**config.mk**
```make
export PLATFORM = sky130hd
export DESIGN_NAME = period_tone_gen
export DESIGN_NICKNAME = d
export VERILOG_FILES = /design/src/rtl/period_tone_gen_pkg.sv /design/src/rtl/period_tone_gen_downcounter.sv /design/src/rtl/period_tone_gen.sv
export SDC_FILE = /design/constraint.sdc
export NUM_CORES = 1
export LEC_CHECK = 0
export CORE_ASPECT_RATIO = 1.4
export CORE_UTILIZATION = 50
export CTS_BUF_LIST = sky130_fd_sc_hd__clkbuf_4 sky130_fd_sc_hd__clkbuf_8
export CTS_CLUSTER_DIAMETER = 50
export DETAILED_ROUTE_END_ITERATION = 8
export HOLD_SLACK_MARGIN = 0.06
export PLACE_DENSITY_LB_ADDON = 0.05
export REMOVE_ABC_BUFFERS = 1
export SYNTH_ARGS = -nofsm -noshare
export SYNTH_HDL_FRONTEND = slang
export SYNTH_SLANG_ARGS = --single-unit
```
**constraint.sdc**
```tcl
create_clock -name clk -period 4.6 [get_ports clk]
set_clock_uncertainty 0.2 [all_clocks]
set_input_delay 0.69 -clock clk [delete_from_list [all_inputs] [get_ports clk]]
set_output_delay 0.69 -clock clk [all_outputs]
set_load 0.03 [all_outputs]
```
**src/rtl/period_tone_gen_pkg.sv**
```systemverilog
// period_tone_gen_pkg: shared types and defaults for the period path
package period_tone_gen_pkg;
  localparam int PT_WIDTH = 24;
  localparam int MIN_PERIOD_DEF = 2;
  typedef logic [PT_WIDTH-1:0] period_t;
  localparam period_t DEFAULT_PERIOD_DEF = 24'd50000;
  typedef enum logic {IDLE, RUN} state_t;
endpackage

```
**src/rtl/period_tone_gen_downcounter.sv**
```systemverilog
// period_downcounter: loadable down-counter with a zero flag
module period_downcounter import period_tone_gen_pkg::*; #(
  parameter int WIDTH = PT_WIDTH
) (
  input  logic             clk,
  input  logic             reset,
  input  logic             load,
  input  logic [WIDTH-1:0] load_value,
  input  logic             en,
  output logic [WIDTH-1:0] count,
  output logic             zero
);
  assign zero = count == '0;
  // load takes priority over decrement
  always_ff @(posedge clk)
    if (reset) count <= '0;
    else if (load) count <= load_value;
    else if (en) count <= count - WIDTH'(1);
endmodule

```
**src/rtl/period_tone_gen.sv**
```systemverilog
// period_tone_gen: double-buffered square-wave tone generator with edge strobe
module period_tone_gen import period_tone_gen_pkg::*; #(
  parameter int                WIDTH          = PT_WIDTH,
  parameter int                MIN_PERIOD     = MIN_PERIOD_DEF,
  parameter logic [WIDTH-1:0]  DEFAULT_PERIOD = WIDTH'(DEFAULT_PERIOD_DEF)
) (
  input  logic             clk,
  input  logic             reset,
  input  logic             enable,
  input  logic [WIDTH-1:0] period,
  input  logic             period_load,
  output logic             wave,
  output logic             edge_stb,
  output logic             period_ack,
  output logic [WIDTH-1:0] active_period,
  output logic             running
);
  state_t state;
  logic [WIDTH-1:0] shadow, count, cnt_val;
  logic pending, zero, cnt_load, cnt_en;
  // counter reload on RUN entry and at each boundary, cleared when dropping to IDLE
  always_comb begin
    cnt_load = (state == IDLE) ? enable : (!enable || zero);
    cnt_en = state == RUN && enable && count != '0;
    cnt_val = (state == RUN && !enable) ? '0 : ((state == IDLE || pending) ? shadow : active_period) - WIDTH'(1);
  end
  period_downcounter #(.WIDTH(WIDTH)) u_cnt (
    .clk(clk),
    .reset(reset),
    .load(cnt_load),
    .load_value(cnt_val),
    .en(cnt_en),
    .count(count),
    .zero(zero)
  );
  // FSM, shadow register and registered outputs; a load in the same cycle overrides the pending clear
  always_ff @(posedge clk)
    if (reset) begin
      state <= IDLE;
      wave <= 1'b0;
      edge_stb <= 1'b0;
      period_ack <= 1'b0;
      running <= 1'b0;
      active_period <= DEFAULT_PERIOD;
      shadow <= DEFAULT_PERIOD;
      pending <= 1'b0;
    end else begin
      edge_stb <= 1'b0;
      period_ack <= 1'b0;
      if (state == IDLE) begin
        if (enable) begin
          state <= RUN;
          running <= 1'b1;
          active_period <= shadow;
          period_ack <= pending;
          pending <= 1'b0;
        end
      end else if (!enable) begin
        state <= IDLE;
        running <= 1'b0;
        wave <= 1'b0;
      end else if (zero) begin
        wave <= ~wave;
        edge_stb <= 1'b1;
        if (pending) begin
          active_period <= shadow;
          period_ack <= 1'b1;
          pending <= 1'b0;
        end
      end
      if (period_load) begin
        shadow <= (period < WIDTH'(MIN_PERIOD)) ? WIDTH'(MIN_PERIOD) : period;
        pending <= 1'b1;
      end
    end
endmodule

```
* Word level (Yosys, flattened, before mapping)
Cells that the tools add are included.
** Storage, ports and cells
- Bits in registers :: 78
- Output and inout port bits :: 28
- Word-level logic and storage cells :: 64
- Input port bits :: 28
** Operators by class
- Equality and inequality tests :: 5
- Reduce and logical (&&, ||, !) cells :: 16
- $add $sub $neg :: 2
- $lt $le $gt $ge :: 1
- Bitwise operators :: 3
- Muxes and demuxes :: 28
** Operators by type and width (number)
- 2-to-1 mux 24 bit :: 10
- subtractor 24 x 1 -> 24 bit, second input constant :: 2
- logical NOT 24 bit :: 1
- less-than comparator 24 x 2 -> 1 bit, second input constant :: 1
- nonzero test 24 bit :: 1
- 2-to-1 mux 1 bit :: 18
- != test 2 x 1 -> 1 bit, second input constant :: 3
- AND reduction 2 bit :: 3
- nonzero test 2 bit :: 3
- logical AND 1 bit :: 3
- != test 3 x 2 -> 1 bit, second input constant :: 1
- NOT 1 bit :: 3
- AND reduction 3 bit :: 1
- OR reduction 3 bit :: 1
- logical OR 1 bit :: 2
- != test 2 bit, second input constant :: 1
- logical NOT 1 bit :: 1

* Depth between registers and ports, before layout
- Depth in word-level cells :: 6
- Gate-level depth with buffers :: 10
- Depth with buffers taken out :: 8

* By module
A second synthesis with hierarchy kept.
** Unflattened totals
- Cells, all modules :: 593
- Area, all modules :: 4583.1 um^2
** By module, submodules not included
- period_tone_gen :: area each 3104.2 um^2, seq. area each 1081.0 um^2, cells an instance 414, instances 1
- period_downcounter :: area each 1478.9 um^2, seq. area each 480.5 um^2, cells an instance 179, instances 1

* Least setup slack after synthesis
Ideal clock, no wire load.
- Path kind :: register -> register
- Start :: register u_cnt.count[0]
- End :: register active_period[5]
- Arrival time :: 2.258 ns
- Cell stages (with the launch flop) :: 11
- Setup slack :: 2.014 ns
- Clock period less this slack :: 2.586 ns
- Path buffers :: 2
- Data required time :: 4.272 ns
- Library setup time :: 0.128 ns
- Cell sequence :: dfxtp_1 inv_1 ha_1 or4b_1 nor4_2 nand3_1 a21oi_1 buf_2 buf_4 mux2i_1 nor2_1
** On the way
- Longest elaborated chain between the ends :: 3
** RTL lines
- from (decl) :: RTL line period_tone_gen_downcounter.sv:10 : output logic [WIDTH-1:0] count,
- from (signal assigned) :: RTL line period_tone_gen_downcounter.sv:17 : else if (load) count <= load_value;
- from (signal assigned) :: RTL line period_tone_gen_downcounter.sv:18 : else if (en) count <= count - WIDTH'(1);
- logical NOT 24 bit :: RTL line period_tone_gen_downcounter.sv:13 : assign zero = count == '0;
- != test 2 x 1 -> 1 bit (no line)
- AND reduction 3 bit (no line)
- to (signal assigned) :: RTL line period_tone_gen.sv:54 : active_period <= shadow;
- to (signal assigned) :: RTL line period_tone_gen.sv:66 : active_period <= shadow;
- to (decl) :: RTL line period_tone_gen.sv:15 : output logic [WIDTH-1:0] active_period,
Every way passes these cells.
A chain may end at the register's enable or synchronous reset.

* Worst setup path after layout
- Start :: register u_cnt.count[0]
- End :: register active_period[15]
Same word-level chain as after synthesis.

==> out/qor.csv <==
metric,value,unit
status,finished clean,
# diodes,0,
max-cap violations,0,
cts hold-fix bufs,0,
synthesized cell area,4574,µm²
initial antenna violation count,0,
WP buf/inv,2,
Worst-path clk slew,0.07,ns
Residual DRC,0,
R2R Path End,active_period[15]$_SDFFE_PP1P_,
CP max FO,16,
Global Route Usage Sum,26.19,%
async set or reset register ratio after synthesis,0,%
max frequency,308.9,MHz
Gate Count Post-Synth,563,
final instance area,5335,µm²
final setup margin,1.363,ns
type of the tightest min-delay check,flop to flop,
Slew Limit Fails,0,
final hold vios,0,
WHS,0.2792,ns
Post-synth EDFFs,0,
area grow syn2layout,16.63,%
Worst R2R Setup Slack,1.36,ns
synthesized area per cell,8.125,µm²
setup violators final,0,
CP cell instances,"inv_1, ha_1, or4b_1, nor4_2, nand3_1, a21oi_4, buf_4, nor2b_1, a211o_1",
Min-Delay Endpoint,wave$_SDFFE_PP0P_,
CTS max path bufs,2,
"Distinct cells, synth",67,
vias in the first global route,4146,
"commonest non-fill, non-tap cell in the layout",nor2_1,
die height,115.2,µm
Pleak,0.002093,µW
Initial Utilization,52.53,%
RSZ-0062 raised after global routing,no,
crit path capture type,flop,
PD cells,327.8,nW/µm²
Via density,6.089,
Sum Neg Setup Slack,0,ns
WP data arrival,3.30,ns
"FF+latch count, synth",78,
Tmin final,3.237,ns
post-DP HPWL,8766,µm
total CTS buffers,9,
clock tree from TritonCTS,done,
sequential fraction of the synthesis area,34.14,%
"Remaining Overflow, GRT",0,
Rel. slew slack,46.27,%
largest net degree at the start of global routing,42,
first-pass GRT wire length,20110,µm
family with the most delay on the worst path,simple AND/OR/NAND/NOR gates,
CP Class,flop to flop,
Placed Area,5150,µm²
Hold Path Origin,wave$_SDFFE_PP0P_,
final net count,633,
Worst setup SP type,flop,
Util after Layout,61.26,%
post-placement setup slack,1.318,ns
die area,9541,µm²
DRT antenna net count,0,
Via Count,4329,
CP max stage cell,a21oi_4,
Synth Flop Type,dfxtp_1,
Register-to-Register Path Depth,9,
I/O pin total,56,
GPL Wtd Cong,0.8633,
drt first-iter violations,222,
hold depth,2,
clk_lat worst skew,0.37,ns
PortBufs,55,
Worst path max stage delay,0.56,ns
mean routed wirelength per cell,17.05,µm
post_cts resized,0,
clk sinks,78,
clock root cell,clkbuf_8,
layout cells sized above 1,6.436,%
DRT Wirelength,12120,µm
RR Startpoint,u_cnt.count[0]$_SDFFE_PP0P_,
YS warnings,0,
maximum vdd ir drop,0.2021,mV
Final period util,70.37,%
Placeable Area,8708,µm²
Worst Max-Slew Pin Slew,0.8060,ns
CTS H-tree lvls,3,
Cell Rows,40,
Die W,82.84,µm
post-CTS setup buffers,0,
drt pass-1 iters,5,
most frequent cells in the layout,"nor2_1, dfxtp_1, mux2i_1, clkdlybuf4s50_1, nand2_1",
Required @ worst endpoint,4.66,ns
[layer usage]
layer | vias up | GRT usage, % | part of all wire [%]
met3 | 24 | 2.872 | 3.5
met4 | 0 | 15.17 | 3.2
met5 | - | 0 | 0
met1 | 2052 | 30.75 | 44
met2 | 113 | 46.39 | 50
li1 | 2140 | - | -
[stage by stage]
step	std cells	power [µW]
2_1_floorplan	527	1103
3_3_place_gp	695	1255
3_5_place_dp	695	1262
4_1_cts	711	1758
5_1_grt	711	1840
6_report	711	1749
[kinds of logic after synthesis]
group | synth area share [%]
buf+inv | 4.923
mux | 13.13
simple gates | 26.31
compound gates | 18.68
xor+xnor | 1.723
flops | 34.14
fa+ha+maj | 1.094
[report_power, final]
group          leakage [µW]  internal (µW)  switching, µW
logic               0.00135            198            273
registers          0.000641            724           55.9
clock network      0.000100            237            260
[final cells by class]
class	count	area, µm²
clock buffer	13	166.4
clock inverter	3	18.77
fill	840	3373
inverter	14	52.55
multi-input combinational	435	2799
sequential	78	1562
tap	105	131.4
timing repair buffer	63	605.6
[registers in the layout (all words and copies together) (netlist names)]
register,count
wave,1
active_period,24
u_cnt.count,24
state,1
running,1
period_ack,1
edge_stb,1
pending,1
shadow,24
[Yosys cell counts (2+ instances only)]
library cell / count / area share (%)
ha_1: 4 / 1.1
mux2_2: 4 / 0.98
a31oi_1: 4 / 0.55
o221ai_1: 3 / 0.57
buf_2: 5 / 0.55
and3_1: 2 / 0.27
a211oi_1: 4 / 0.66
nand4_1: 3 / 0.41
and2_1: 2 / 0.27
a22oi_1: 6 / 0.98
o31ai_1: 5 / 0.82
dfxtp_1: 78 / 34
xnor2_1: 7 / 1.3
a221oi_1: 3 / 0.57
nor2_1: 87 / 7.1
clkbuf_1: 23 / 1.9
or4_1: 4 / 0.66
inv_1: 14 / 1.1
nor3_1: 29 / 3.2
or2_2: 2 / 0.27
buf_4: 2 / 0.33
xor2_1: 2 / 0.38
nand2b_1: 6 / 0.82
o22ai_1: 6 / 0.82
or3_1: 14 / 1.9
o211ai_1: 6 / 0.98
nor3b_1: 2 / 0.33
nand4b_1: 2 / 0.38
mux2i_1: 54 / 12
nor4_2: 2 / 0.55
or4b_1: 3 / 0.66
o21ai_0: 23 / 2.5
nor4_1: 12 / 1.6
buf_1: 4 / 0.33
a32oi_1: 2 / 0.38
a2bb2oi_1: 2 / 0.38
nand3_1: 11 / 1.2
o21a_1: 2 / 0.33
a21o_1: 7 / 1.1
a211o_1: 12 / 2.3
nor2b_1: 12 / 1.6
nand2_1: 33 / 2.7
nand3b_1: 4 / 0.66
a21oi_1: 28 / 3.1
[worst register-to-register path: stages (launching register included)]
cell     delay, ns
dfxtp_1       0.36
inv_1         0.10
ha_1          0.14
or4b_1        0.48
nor4_2        0.37
nand3_1       0.19
a21oi_4       0.56
buf_4         0.38
nor2b_1       0.08
a211o_1       0.27
[how the worst max path moves through the flow]
stage / slack (ns) / cells past startpoint / end / startpoint
finish: 1.36 / 9 / active_period[15]$_SDFFE_PP1P_ / u_cnt.count[0]$_SDFFE_PP0P_
global route: 1.16 / 6 / u_cnt.count[16]$_SDFFE_PP0P_ / state$_SDFF_PP0_
CTS: 1.34 / 9 / active_period[15]$_SDFFE_PP1P_ / u_cnt.count[0]$_SDFFE_PP0P_
detailed placement: 1.32 / 8 / u_cnt.count[13]$_SDFFE_PP0P_ / enable
global placement: 1.41 / 8 / u_cnt.count[13]$_SDFFE_PP0P_ / enable
floorplan: 0.72 / 8 / active_period[14]$_SDFFE_PP1P_ / u_cnt.count[0]$_SDFFE_PP0P_
No activity file was read; power rests on OpenSTA's default activity.
